==> src/rtl/mem_arb_pkg.sv <==
// Shared definitions for the unified memory-port arbiter.
//   arb_state_e : arbiter FSM states (IDLE, BUSY_I, BUSY_D)
//   port_sel_e  : identifies which requester owns the current access
//   cnt_width   : number of bits needed to hold a counter value 0..maxVal
package mem_arb_pkg;

  typedef enum logic [1:0] {
    IDLE   = 2'd0,
    BUSY_I = 2'd1,
    BUSY_D = 2'd2
  } arb_state_e;

  typedef enum logic {
    SEL_I = 1'b0,
    SEL_D = 1'b1
  } port_sel_e;

  function automatic int cnt_width(input int maxVal);
    return (maxVal < 1) ? 1 : $clog2(maxVal + 1);
  endfunction

endpackage

==> src/rtl/arb_timeout_ctr.sv <==
// Bus-timeout counter for the memory-port arbiter.
// Cleared when an access is granted, advanced on every BUSY cycle that
// sees no backing-memory ack, and flags expiry on the LIMIT-th such cycle.
// Ports:
//   clk_i    : clock
//   reset_i  : synchronous active-high reset
//   load_i   : restart the count at zero (access granted)
//   en_i     : a BUSY cycle without m_ack
//   expire_o : this cycle is the LIMIT-th unanswered BUSY cycle
module arb_timeout_ctr
  import mem_arb_pkg::*;
#(
  parameter int LIMIT = 255
) (
  input  logic clk_i,
  input  logic reset_i,
  input  logic load_i,
  input  logic en_i,
  output logic expire_o
);

  localparam int CNT_W = cnt_width(LIMIT);
  localparam logic [CNT_W-1:0] LAST = CNT_W'(LIMIT - 1);
  localparam logic [CNT_W-1:0] TOP  = CNT_W'(LIMIT);

  logic [CNT_W-1:0] cnt_q;
  logic [CNT_W-1:0] cnt_d;

  // Count holds the number of unanswered BUSY cycles already elapsed, so
  // the cycle that brings it to LIMIT is the one seeing cnt_q == LIMIT-1.
  always_comb begin
    cnt_d = cnt_q;
    if (load_i) begin
      cnt_d = '0;
    end else if (en_i && (cnt_q != TOP)) begin
      cnt_d = cnt_q + 1'b1;
    end
  end

  always_ff @(posedge clk_i) begin
    if (reset_i) begin
      cnt_q <= '0;
    end else begin
      cnt_q <= cnt_d;
    end
  end

  assign expire_o = en_i && (cnt_q == LAST);

endmodule

==> src/rtl/mem_port_arbiter.sv <==
// Shares one 64-bit backing-memory port between instruction fetch (I) and
// data access (D). D has priority, but after MAX_D_STREAK consecutive D
// grants with a fetch waiting, I is forced through. Acks are registered
// one-cycle pulses; a BUSY access with no m_ack for TIMEOUT cycles is
// aborted with zero read data and a sticky bus_err.
// Ports:
//   clk, reset                 : clock, synchronous active-high reset
//   i_req/i_addr/i_rdata/i_ack : fetch requester (32-bit word return)
//   d_req/d_we/d_addr/d_wdata/d_rdata/d_ack : data requester (64-bit)
//   halt/halted                : stop granting I / arbiter quiescent
//   m_req/m_we/m_addr/m_wdata/m_rdata/m_ack : backing-memory port
//   bus_err                    : sticky timeout flag
module mem_port_arbiter
  import mem_arb_pkg::*;
#(
  parameter int ADDR_W       = 64,
  parameter int MAX_D_STREAK = 4,
  parameter int TIMEOUT      = 255
) (
  input  logic              clk,
  input  logic              reset,
  input  logic              i_req,
  input  logic [ADDR_W-1:0] i_addr,
  output logic [31:0]       i_rdata,
  output logic              i_ack,
  input  logic              d_req,
  input  logic              d_we,
  input  logic [ADDR_W-1:0] d_addr,
  input  logic [63:0]       d_wdata,
  output logic [63:0]       d_rdata,
  output logic              d_ack,
  input  logic              halt,
  output logic              halted,
  output logic              m_req,
  output logic              m_we,
  output logic [ADDR_W-1:0] m_addr,
  output logic [63:0]       m_wdata,
  input  logic [63:0]       m_rdata,
  input  logic              m_ack,
  output logic              bus_err
);

  localparam int STREAK_W = cnt_width(MAX_D_STREAK);
  localparam logic [STREAK_W-1:0] STREAK_MAX = STREAK_W'(MAX_D_STREAK);

  arb_state_e          state_q, state_d;
  logic [ADDR_W-1:0]   addr_q, addr_d;
  logic                we_q, we_d;
  logic [63:0]         wdata_q, wdata_d;
  logic                fetchHi_q, fetchHi_d;
  logic                iAck_q, iAck_d;
  logic                dAck_q, dAck_d;
  logic [31:0]         iRdata_q, iRdata_d;
  logic [63:0]         dRdata_q, dRdata_d;
  logic                busErr_q, busErr_d;
  logic [STREAK_W-1:0] streak_q, streak_d;

  logic      busy;
  logic      iEligible;
  logic      dEligible;
  logic      grantD;
  logic      grantI;
  logic      toExpire;
  port_sel_e activeSel;
  logic      unusedAddrBits;

  // Byte-offset bits below the doubleword are dropped when latching the
  // address; i_addr[2] is kept separately to pick the fetched word.
  assign unusedAddrBits = ^{i_addr[1:0], d_addr[2:0]};

  assign busy = (state_q != IDLE);

  // A requester whose ack is still showing has not yet had a chance to drop
  // its request, so it must not be granted again in that cycle.
  assign iEligible = i_req && !iAck_q && !halt;
  assign dEligible = d_req && !dAck_q;
  assign grantD    = (state_q == IDLE) && dEligible &&
                     (!iEligible || (streak_q != STREAK_MAX));
  assign grantI    = (state_q == IDLE) && iEligible && !grantD;
  assign activeSel = (state_q == BUSY_D) ? SEL_D : SEL_I;

  arb_timeout_ctr #(
    .LIMIT (TIMEOUT)
  ) u_timeout (
    .clk_i    (clk),
    .reset_i  (reset),
    .load_i   (grantD || grantI),
    .en_i     (busy && !m_ack),
    .expire_o (toExpire)
  );

  // Next-state logic: IDLE arbitrates and latches the winner's request;
  // BUSY waits for m_ack (or timeout) and returns data with a one-cycle ack.
  // A timeout completes like a normal access but with zero data and the
  // sticky error set; an m_ack in the expiry cycle takes precedence.
  always_comb begin
    state_d   = state_q;
    addr_d    = addr_q;
    we_d      = we_q;
    wdata_d   = wdata_q;
    fetchHi_d = fetchHi_q;
    iAck_d    = 1'b0;
    dAck_d    = 1'b0;
    iRdata_d  = iRdata_q;
    dRdata_d  = dRdata_q;
    busErr_d  = busErr_q;
    streak_d  = i_req ? streak_q : '0;

    case (state_q)
      IDLE: begin
        if (grantD) begin
          state_d = BUSY_D;
          addr_d  = {d_addr[ADDR_W-1:3], 3'b000};
          we_d    = d_we;
          wdata_d = d_wdata;
          if (i_req && (streak_q != STREAK_MAX)) begin
            streak_d = streak_q + 1'b1;
          end
        end else if (grantI) begin
          state_d   = BUSY_I;
          addr_d    = {i_addr[ADDR_W-1:3], 3'b000};
          we_d      = 1'b0;
          wdata_d   = '0;
          fetchHi_d = i_addr[2];
          streak_d  = '0;
        end
      end

      BUSY_I, BUSY_D: begin
        if (m_ack || toExpire) begin
          state_d = IDLE;
          if (activeSel == SEL_D) begin
            dAck_d   = 1'b1;
            dRdata_d = (m_ack && !we_q) ? m_rdata : 64'd0;
          end else begin
            iAck_d   = 1'b1;
            iRdata_d = !m_ack    ? 32'd0 :
                       fetchHi_q ? m_rdata[63:32] : m_rdata[31:0];
          end
          if (!m_ack) begin
            busErr_d = 1'b1;
          end
        end
      end

      default: begin
        state_d = IDLE;
      end
    endcase
  end

  // State register; reset aborts any in-flight access without an ack.
  always_ff @(posedge clk) begin
    if (reset) begin
      state_q   <= IDLE;
      addr_q    <= '0;
      we_q      <= 1'b0;
      wdata_q   <= '0;
      fetchHi_q <= 1'b0;
      iAck_q    <= 1'b0;
      dAck_q    <= 1'b0;
      iRdata_q  <= '0;
      dRdata_q  <= '0;
      busErr_q  <= 1'b0;
      streak_q  <= '0;
    end else begin
      state_q   <= state_d;
      addr_q    <= addr_d;
      we_q      <= we_d;
      wdata_q   <= wdata_d;
      fetchHi_q <= fetchHi_d;
      iAck_q    <= iAck_d;
      dAck_q    <= dAck_d;
      iRdata_q  <= iRdata_d;
      dRdata_q  <= dRdata_d;
      busErr_q  <= busErr_d;
      streak_q  <= streak_d;
    end
  end

  // halted drops as soon as a D grant is being taken out of IDLE.
  assign halted  = (state_q == IDLE) && halt && !grantD;
  assign m_req   = busy;
  assign m_we    = we_q;
  assign m_addr  = addr_q;
  assign m_wdata = wdata_q;
  assign i_ack   = iAck_q;
  assign d_ack   = dAck_q;
  assign i_rdata = iRdata_q;
  assign d_rdata = dRdata_q;
  assign bus_err = busErr_q;

endmodule

==> config.mk <==
export PLATFORM = sky130hd
export DESIGN_NAME = mem_port_arbiter
export DESIGN_NICKNAME = d
export VERILOG_FILES = /design/src/rtl/mem_arb_pkg.sv /design/src/rtl/arb_timeout_ctr.sv /design/src/rtl/mem_port_arbiter.sv
export SDC_FILE = /design/constraint.sdc
export NUM_CORES = 1
export LEC_CHECK = 0
export BUFFER_PORTS_ARGS = -buffer_cell sky130_fd_sc_hd__buf_2
export CAP_MARGIN = 20
export CORE_AREA = 2 2 190 192
export DETAILED_ROUTE_END_ITERATION = 12
export DIE_AREA = 0 0 192 194
export GPL_TIMING_DRIVEN = 0
export PLACE_DENSITY_LB_ADDON = 0.25
export SLEW_MARGIN = 30
export SYNTH_ARGS = -nofsm -noshare
export SYNTH_HDL_FRONTEND = slang
export SYNTH_SLANG_ARGS = --single-unit
==> constraint.sdc <==
create_clock -name clk -period 2.05 [get_ports clk]
set_input_delay 0.41 -clock clk [delete_from_list [all_inputs] [get_ports clk]]
set_output_delay 0.41 -clock clk [all_outputs]
set_load 0.05 [all_outputs]
# After elaboration in Yosys (flattened, before gate mapping)

Index checks and enable logic that the tools add are counted.

Reduce and logical (&&, ||, !) cells: 36
Multiplexer cells: 21
Eq/ne operators: 7
$add $sub $neg: 2
Bitwise logic cells: 5

Operators with widths:

| kind                                           | number |
|---|---|
| 2-to-1 mux 64 bit                              | 5 |
| 2-to-1 mux 32 bit                              | 2 |
| 2-to-1 mux 3 bit                               | 5 |
| logical AND 1 bit                              | 14 |
| AND reduction 3 bit                            | 4 |
| adder 8 x 1 -> 8 bit (second input constant)   | 1 |
| == test 8 bit (second input constant)          | 1 |
| != test 8 bit (second input constant)          | 1 |
| logical NOT 1 bit                              | 7 |
| 2-to-1 mux 2 bit                               | 3 |
| != test 3 bit (second input constant)          | 2 |
| 2-to-1 mux 1 bit                               | 5 |
| inverter 1 bit                                 | 5 |
| case mux 2 bit (2 select lines)                | 1 |
| AND reduction 2 bit                            | 2 |
| nonzero test 2 bit                             | 2 |
| OR reduction 2 bit                             | 2 |
| adder 3 x 1 -> 3 bit (second input constant)   | 1 |
| logical OR 1 bit                               | 3 |
| OR reduction 3 bit                             | 1 |
| == test 2 x 1 -> 1 bit (second input constant) | 1 |
| == test 2 bit (second input constant)          | 1 |
| logical NOT 2 bit                              | 1 |
| != test 2 bit (second input constant)          | 1 |

Register bits after elaboration: 242
Output and inout bits: 230
Input port bits: 263

# Depth between registers and ports, before layout

Gate-level depths: netlist of the first run.

Depth in word-level cells: 11
Depth in mapped cells: 10
Gate-level depth less buffers: 6

# Modules after synthesis

A second synthesis of the first run with hierarchy kept.

Cells, all modules: 1001
Area total of the unflattened synthesis: 8992.4 um2

By module, submodules not included:

| module           | instances | area an instance (um2) | cells each | sequential area each (um2) |
|---|---|---|---|---|
| mem_port_arbiter | 1         | 8533.2                 | 950        | 4624.4 |
| arb_timeout_ctr  | 1         | 459.2                  | 51         | 160.2 |

# Worst setup path after synthesis of the first run

OpenSTA, ideal clock, no wires.

Path type: register to output
Start: register dAck_q (netlist: d_ack)
End: output port halted
Cell stages (with the launch flop): 3
Buffers on the path: 0
Data required time: 1.640 ns
Data arrival time: 1.502 ns
Setup slack: 0.138 ns
Cell sequence: dfxtp_1 nor2b_1 nor2_1

Longest elaborated chain between the ends: 6

Ends and longest elaborated chain:

| item                            | line                    | source |
|---|---|---|
| from (decl)                     | mem_port_arbiter.sv:52  | `logic dAck_q, dAck_d;` |
| from (signal assigned)          | mem_port_arbiter.sv:173 | `dAck_q <= dAck_d;` |
| logical NOT 1 bit               | mem_port_arbiter.sv:76  | `assign dEligible = d_req && !dAck_q;` |
| logical AND 1 bit               | mem_port_arbiter.sv:76  |  |
| logical AND 1 bit (2 in series) | mem_port_arbiter.sv:77  | `assign grantD = (state_q == IDLE) && dEligible &&` |
| logical NOT 1 bit               | mem_port_arbiter.sv:182 | `assign halted = (state_q == IDLE) && halt && !grantD;` |
| logical AND 1 bit               | mem_port_arbiter.sv:182 |  |
| to (decl)                       | mem_port_arbiter.sv:33  | `output logic halted,` |

No other way between the ends.

# Worst setup path in the final report of the first run

Start: register state_q[1]
End: output port m_req

Longest elaborated chain between the ends: 1

Ends and longest elaborated chain:

| item                   | line                    | source |
|---|---|---|
| from (decl)            | mem_port_arbiter.sv:46  | `arb_state_e state_q, state_d;` |
| from (signal assigned) | mem_port_arbiter.sv:167 | `state_q <= state_d;` |
| nonzero test 2 bit     | mem_port_arbiter.sv:71  | `assign busy = (state_q != IDLE);` |
| to (decl)              | mem_port_arbiter.sv:34  | `output logic m_req,` |

No other way between the ends.

==> out/results.txt, run 1 <==
Starting DRT DRC Count - 296
Comb pwr share - 31.9%
type of element launching the critical path - register
number of nets in the layout - 1721
worst vdd ir - 0.677 mV
Worst Tran Pin Value - 0.704 ns
Net Sw Frac - 38.0%
cell internal power dissipation - 9370 uW
maximum number of pins on one net before global-route repair - 15
number of antenna violations at the first check in global routing - 8
count of flip-flops with a built-in enable after synthesis - 0
crit end category - output pin
clock tree root buffer cell - clkbuf_16
number of H-tree levels - 1
wire length of the first global-routing pass - 55400 um
clock tree from TritonCTS - built
startpoint-to-endpoint class of the critical path - register to output pin
standby leakage power - 0.00625 uW
count of boundary I/O pins - 493
clk_lat worst skew - 0.55 ns
total count of max-transition violations in the final report - 0
via count of the first global-routing pass - 9288
Die Area - 37200 um2
Final Hold Viols - 0
post-synthesis sequential element count - 239
Synth Instances - 931
post-synth cell types - 48
max capacitance violation total - 0
post-detailed-route DRC marker count - 0
Max Fanout on Critical Path - 5
worst rel slew slack - 53.0%
weighted congestion at the end of routability-driven global placement - 0.882
clock buffer count from CTS - 29
sequential group share of total power - 36.0%
Mean Syn Cell Area - 9.93 um2
status - complete, no violations
Final Instance Count excl. Fillers - 1935
proportion of synthesized chip area in sequential cells - 51.8%
Final Cell Area - 13400 um2
predominant post-synthesis flop cell - dfxtp_1
Net Switching - 5740 uW
multi-input gate area in the final layout - 4130 um2
final count of negative-setup-slack endpoints - 0
half-perimeter wire length after detailed placement - 30400 um
shortest clock period the worst path allows after layout - 1.97 ns
classification of the worst-slack hold path - primary input to register
count of input and output buffers - 484
sequential cell area - 4790 um2
fill count - 3691
initial core utilization - 26.2%
per-cell routed wire length - 19.9 um
die width - 192 um
fraction of registers with async set or reset after synthesis - 0%
Syn-to-layout area delta - 44.9%
utilization of the core after routing - 38.0%
total placed cells including tap cells - 1878
detail-routed via count per cell - 4.74
worst clock skew on the final layout - 0.00949 ns
post-route clock period utilization - 96.0%
cell row count - 69
TritonRoute pass-1 iters - 4
Max Root-Sink Buffers - 3
count of warnings emitted by yosys - 0
share of total power in the clock network - 32.1%
register clock-pin slew on the reported worst setup and hold paths - 0.06 ns
number of hold buffers added after cts - 0
Core Region - 35200 um2
Post-DP Area - 12200 um2
worst endpoint required time - 1.64 ns
arrival time of the worst setup path - 1.56 ns
power density over the cells - 1130 nW/um2
layout cell share with drive strength beyond 1 - 44.1%
total length of routed wires - 38500 um
overall track demand over capacity in global routing - 19.5%
final global-route overflow total - 0
y dimension of the die - 194 um
netlist area before placement - 9240 um2
number of routed nets with antenna violations - 0
total number of vias - 9175
Achievable Freq - 508 MHz
number of clock sinks - 239
## state kept, by name (all words and copies together), names as in the netlist
register / count
i_ack: 1
m_we: 1
m_addr: 61
u_timeout.cnt_q: 8
m_wdata: 64
i_rdata: 32
state_q: 2
d_rdata: 64
bus_err: 1
d_ack: 1
streak_q: 3
fetchHi_q: 1
## what timing repair did
action	CTS	global route
buffers inserted	6	0
resized for setup	43	26
pin swaps	2	2
endpoints found under the hold margin	0	0
setup endpoints to repair	228	144
## final timing paths
| check | start | endpoint | slack (ns) | cells past startpoint |
|---|---|---|---|---|
| worst min-delay path | d_wdata[41] | m_wdata[41] | 0.07 | 2 |
| worst max register to register | state_q[0] | d_rdata[6] | 0.10 | 8 |
| worst min register to register | m_addr[9] | m_addr[9] | 0.45 | 1 |
| worst max-delay path | state_q[1] | m_req | 0.08 | 4 |
## routing by layer
layer | track usage (%) | vias up | routed length, um
li1 | - | 4416 | -
met1 | 21.6 | 4334 | 14700
met2 | 35.4 | 346 | 19200
met3 | 5.90 | 71 | 3340
met4 | 5.94 | 8 | 1160
met5 | 0 | - | 63
## synthesized netlist by cell type, drive strengths merged, types with 3 or more instances
| cell | instances | area share, % |
|---|---|---|
| a22o | 62 | 5.9 |
| nand2 | 101 | 4.1 |
| a21oi | 99 | 5.4 |
| nand2b | 4 | 0.27 |
| a21boi | 3 | 0.24 |
| mux2 | 33 | 4.0 |
| nand4 | 3 | 0.20 |
| o211ai | 3 | 0.24 |
| nor3 | 3 | 0.22 |
| a211oi | 3 | 0.24 |
| dfxtp | 239 | 52 |
| buf | 39 | 2.5 |
| inv | 9 | 0.37 |
| xnor2 | 5 | 0.47 |
| nor2 | 18 | 0.73 |
| o21ai | 101 | 5.5 |
| mux2i | 62 | 6.7 |
| clkbuf | 47 | 1.9 |
| ha | 6 | 0.81 |
| o2bb2ai | 61 | 5.8 |
| a22oi | 3 | 0.24 |
## cells by family (layout without fill, tap and decap cells)
logic type	after synthesis	after routing	share of synthesized area [%]
XOR/XNOR	7	7	0.663
AND/OR/NAND/NOR	146	146	6.86
adder cells (fa/ha/maj)	6	6	0.812
flip-flops	239	239	51.8
multiplexers	95	95	10.7
AO/OA/AOI/OAI	342	342	24.3
other	1	6	0.0406
buffers and inverters	95	633	4.77
## cell usage in the layout (no fill, tap or decap), types with 3 or more instances in the layout
| master | Yosys | layout |
|---|---|---|
| nand2b_1 | 4 | 4 |
| o211ai_1 | 3 | 3 |
| dfxtp_2 | 0 | 3 |
| mux2i_1 | 62 | 56 |
| nand4_1 | 3 | 3 |
| o21ai_0 | 97 | 97 |
| nand2_1 | 101 | 100 |
| a21oi_1 | 99 | 99 |
| a211oi_1 | 3 | 3 |
| a22o_1 | 62 | 62 |
| mux2_2 | 33 | 33 |
| inv_1 | 9 | 7 |
| a22oi_1 | 3 | 3 |
| conb_1 | 1 | 3 |
| clkbuf_8 | 0 | 4 |
| o2bb2ai_1 | 61 | 61 |
| diode_2 | 0 | 3 |
| ha_1 | 6 | 5 |
| o21ai_1 | 4 | 3 |
| buf_2 | 26 | 501 |
| xnor2_1 | 5 | 5 |
| clkbuf_16 | 0 | 29 |
| mux2i_2 | 0 | 4 |
| buf_6 | 1 | 7 |
| clkbuf_2 | 2 | 20 |
| clkinv_2 | 0 | 6 |
| nor2_1 | 18 | 16 |
| dfxtp_1 | 239 | 236 |
| buf_4 | 11 | 18 |
| clkbuf_1 | 45 | 31 |
## layout make-up
type | count | area share (%)
buffer | 84 | 3.52
antenna | 3 | 0.0561
clock inverter | 10 | 0.626
timing repair buffer | 490 | 18.7
sequential | 239 | 35.8
inverter | 9 | 0.252
clock buffer | 40 | 6.03
multi-input combinational | 599 | 30.8
tap | 461 | 4.31
## worst max-delay path, cell delays in order, from the launching register on
cell,delay [ns]
dfxtp_2,0.33
inv_2,0.05
ha_4,0.15
inv_1,0.17
buf_2,0.32
## power by group through the flow
stage | clock (uW) | sequential [uW] | combinational [uW]
CTS | 4990 | 5440 | 4840
finish | 4850 | 5440 | 4810
floorplan | 0 | 7300 | 1440
global placement | 0 | 5520 | 4690
detailed placement | 0 | 5530 | 4710
global route | 5190 | 5500 | 5090
## through the flow
step                power [uW]  setup TNS, ns  setup slack, ns  hold slack, ns
floorplan                 8740              0            0.138           0.462
global placement         10200         -64.86           -0.597           0.439
detailed placement       10200         -70.03           -0.613           0.442
CTS                      15300              0           0.0207          0.0424
global route             15800       -0.00259         -0.00259          0.0485
finish                   15100              0           0.0820          0.0716
Note: power is estimated with default switching activity, not from simulation.
==> run 2: changes to the inputs <==
--- a/config.mk
+++ b/config.mk
@@ -5,13 +5,14 @@
 export SDC_FILE = /design/constraint.sdc
 export NUM_CORES = 1
 export LEC_CHECK = 0
+export ABC_AREA = 1
 export BUFFER_PORTS_ARGS = -buffer_cell sky130_fd_sc_hd__buf_2
 export CAP_MARGIN = 20
-export CORE_AREA = 2 2 190 192
+export CORE_AREA = 2 2 193 195
 export DETAILED_ROUTE_END_ITERATION = 12
-export DIE_AREA = 0 0 192 194
+export DIE_AREA = 0 0 195 197
 export GPL_TIMING_DRIVEN = 0
-export PLACE_DENSITY_LB_ADDON = 0.25
+export PLACE_DENSITY = 0.53
 export SLEW_MARGIN = 30
 export SYNTH_ARGS = -nofsm -noshare
 export SYNTH_HDL_FRONTEND = slang
==> out/results.txt, run 2 <==
commonest non-fill, non-tap cells in the layout - nand2_1 (575), buf_2 (505), dfxtp_1 (234), nand3_1 (160), nor2_1 (118)
worst vdd ir - 0.692 mV (+2.3%)
half-perimeter wire length after detailed placement - 33500 um (+10%)
post-synth cell types - 32 (-33%)
multi-input gate area in the final layout - 4980 um2 (+21%)
crit end category - output pin
FF-to-FF End - d_rdata[15]
TritonRoute pass-1 iters - 5 (+1)
cell type with the highest aggregate area in the netlist - dfxtp_1
Critical path buffers and inverters - 6 (+3)
weighted congestion at the end of routability-driven global placement - 0.961 (+8.9%)
cell internal power dissipation - 11100 uW (+19%)
overall track demand over capacity in global routing - 20.9% (+1.4 points)
post-detailed-route DRC marker count - 0 (unchanged)
sequential group share of total power - 30.6% (-5.4 points)
y dimension of the die - 197 um (+1.5%)
commonest non-fill, non-tap cell in the layout - nand2_1
slack of the worst reg-to-reg path - 0.13 ns (+0.03 ns)
number of hold buffers added after cts - 0 (unchanged)
crit path from - state_q[0]
number of H-tree levels - 1 (unchanged)
classification of the worst-slack hold path - primary input to register
startpoint-to-endpoint class of the critical path - register to output pin
netlist area before placement - 10500 um2 (+14%)
number of clock sinks - 239 (unchanged)
Syn-to-layout area delta - 41.3%
count of input and output buffers - 483 (-0.21%)
detail-routed via count per cell - 4.54 (-4.3%)
family of cells with the greatest summed delay on the critical path - buffers and inverters
count of flip-flops with a built-in enable after synthesis - 0 (unchanged)
Core Region - 36300 um2 (+2.9%)
proportion of synthesized chip area in sequential cells - 45.4% (-6.3 points)
hold path startpoint - d_wdata[42]
post-synthesis sequential element count - 239 (unchanged)
cell depth of the worst flop-to-flop path - 15 (+7)
number of nets in the layout - 2345 (+36%)
type of element launching the critical path - register
Comb pwr share - 44.1% (+12 points)
clock tree root buffer cell - clkbuf_16
status - finished, violations left
Final Instance Count excl. Fillers - 2569 (+33%)
shortest clock period the worst path allows after layout - 2.30 ns (+0.333 ns)
top cell types by occurrence after synthesis - nand2_1 (578), dfxtp_1 (239), nand3_1 (161)
predominant post-synthesis flop cell - dfxtp_1
dpl ws - -0.501 ns (+0.112 ns)
total count of max-transition violations in the final report - 0 (unchanged)
standby leakage power - 0.00786 uW (+26%)
arrival time of the worst setup path - 1.89 ns (+0.33 ns)
unrepaired setup endpoints after global routing - yes
total number of vias - 11700 (+27%)
cell row count - 70 (+1.4%)
worst endpoint required time - 1.64 ns (about the same)
Worst Tran Pin Value - 0.862 ns (+0.158 ns)
Achievable Freq - 435 MHz (-14%)
number of antenna violations at the first check in global routing - 2 (-6)
largest stage delay on the critical path - 0.34 ns (about the same)
total length of routed wires - 42100 um (+9.3%)
Max Fanout on Critical Path - 3 (-2)
Final Hold Viols - 0 (unchanged)
final global-route overflow total - 0 (unchanged)
initial core utilization - 29.0% (+2.8 points)
sequential cell area - 4790 um2 (about the same)
area share of the leading cell type in the synthesized netlist - 45.4% (-6.3 points)
post-route setup slack - -0.251 ns (-0.333 ns)
Post-DP Area - 13500 um2 (+11%)
share of total power in the clock network - 25.3% (-6.8 points)
count of boundary I/O pins - 493 (unchanged)
die width - 195 um (+1.6%)
count of warnings emitted by yosys - 0 (unchanged)
register clock-pin slew on the reported worst setup and hold paths - 0.06 ns (about the same)
cells traversed along the worst timing path - inv_2 -> ha_4 -> buf_6 -> nand3_4 -> inv_2 -> nand2_4 -> buf_12 -> clkinvlp_4 -> nor2_4 -> buf_8
layout cell share with drive strength beyond 1 - 31.9% (-12 points)
fill count - 4011 (+8.7%)
max capacitance violation total - 0 (unchanged)
clock tree from TritonCTS - built
per-cell routed wire length - 16.4 um (-18%)
final count of negative-setup-slack endpoints - 1 (+1)
wire length of the first global-routing pass - 62300 um (+12%)
Starting DRT DRC Count - 509 (+72%)
power density over the cells - 1380 nW/um2 (+23%)
Die Area - 38400 um2 (+3.1%)
worst reg2reg path startpoint - state_q[0]
worst rel slew slack - 42.5% (-11 points)
cell with the most instances after synthesis - nand2_1
Net Sw Frac - 46.0% (+8.1 points)
failing checks - negative setup slack
clk_lat worst skew - 0.56 ns (about the same)
Worst path most repeated cell - inv_2
cell at the slowest stage of the critical path - dfxtp_2
clock buffer count from CTS - 28 (-3.4%)
via count of the first global-routing pass - 11100 (+19%)
Synth Instances - 1544 (+66%)
total placed cells including tap cells - 2497 (+33%)
Max Root-Sink Buffers - 3 (unchanged)
number of routed nets with antenna violations - 0 (unchanged)
Mean Syn Cell Area - 6.82 um2 (-31%)
fraction of registers with async set or reset after synthesis - 0% (unchanged)
Net Switching - 9480 uW (+65%)
Final Cell Area - 14900 um2 (+11%)
WHS Endpoint - m_wdata[42]
maximum number of pins on one net before global-route repair - 14 (-1)
cell types occupying the most area after synthesis - dfxtp_1 (45%), nand2_1 (21%), nand3_1 (7.7%)
worst hold path depth - 3 (+1)
critical path depth in cells - 10 (+6)
post-route clock period utilization - 112% (+16 points)
worst clock skew on the final layout - 0.0177 ns (+0.00817 ns)
[run 2: cell count changes after synthesis, sizes merged, moves of 10 or more]
| cell | delta |
|---|---|
| nand3 | +160 |
| o211ai | +10 |
| mux2 | -33 |
| buf | +16 |
| inv | +83 |
| a21oi | +10 |
| or2 | +73 |
| mux2i | -62 |
| nor2 | +106 |
| o2bb2ai | -61 |
| o21ai | -77 |
| nand2 | +480 |
| a22o | -62 |
[run 2: per-stage QoR]
step           util, %  TNS (ns)  total power (uW)  hold slack (ns)
2_1_floorplan        -         0             12600            0.452
3_3_place_gp      37.4    -11.82             15100            0.425
3_5_place_dp      37.4    -17.43             15200            0.427
4_1_cts           40.9    -0.332             20700           0.0256
5_1_grt           41.0    -0.346             21700           0.0386
6_report          41.0    -0.251             20600           0.0507
[run 2: cell families after synthesis]
kind of cell,count (synthesis),share of synthesized area [%]
compound gates,149,7.51
other cells,1,0.0356
buf+inv,198,8.16
fa+ha+maj,6,0.713
flops,239,45.4
simple gates,951,38.1
[run 2: power by group through the flow]
stage	Clock (uW)	Combinational [uW]	Sequential, uW
final	5210	9090	6300
after floorplan	0	2750	9900
after detailed placement	0	8790	6370
after global routing	5560	9700	6420
after CTS	5350	9080	6300
after global placement	0	8760	6350
[run 2: worst max-delay path by stage]
stage,to,slack [ns]
3_5_place_dp,halted,-0.50
5_1_grt,halted,-0.35
4_1_cts,halted,-0.33
2_1_floorplan,halted,0.009
3_3_place_gp,halted,-0.49
6_report,halted,-0.25
[run 2: what timing repair did]
item                                    in CTS  in global routing
gates resized for setup                     59                 18
setup buffers                               14                  4
pin swaps                                    7                  6
endpoints found under the setup margin     119                168
[run 2: tightest hold or removal path, cell delays in order]
cell	delay, ns
buf_2	0.07
nand2_1	0.04
nand2_1	0.05
[run 2: cell type report]
cell class	count	area share, %
inverter	93	2.40
antenna	3	0.0505
tap	468	3.94
timing repair buffer	501	17.6
sequential	239	32.2
clock buffer	39	5.47
clock inverter	13	0.975
multi-input combinational	1109	33.5
buffer	104	3.94
[run 2: layer usage]
metal | wire (um) | global-route usage (%) | up-vias
met4 | 1600 | 8.45 | 2
met5 | 7 | 0 | -
met2 | 20000 | 36.6 | 456
met3 | 3380 | 5.03 | 75
li1 | - | - | 5902
met1 | 17000 | 24.5 | 5218
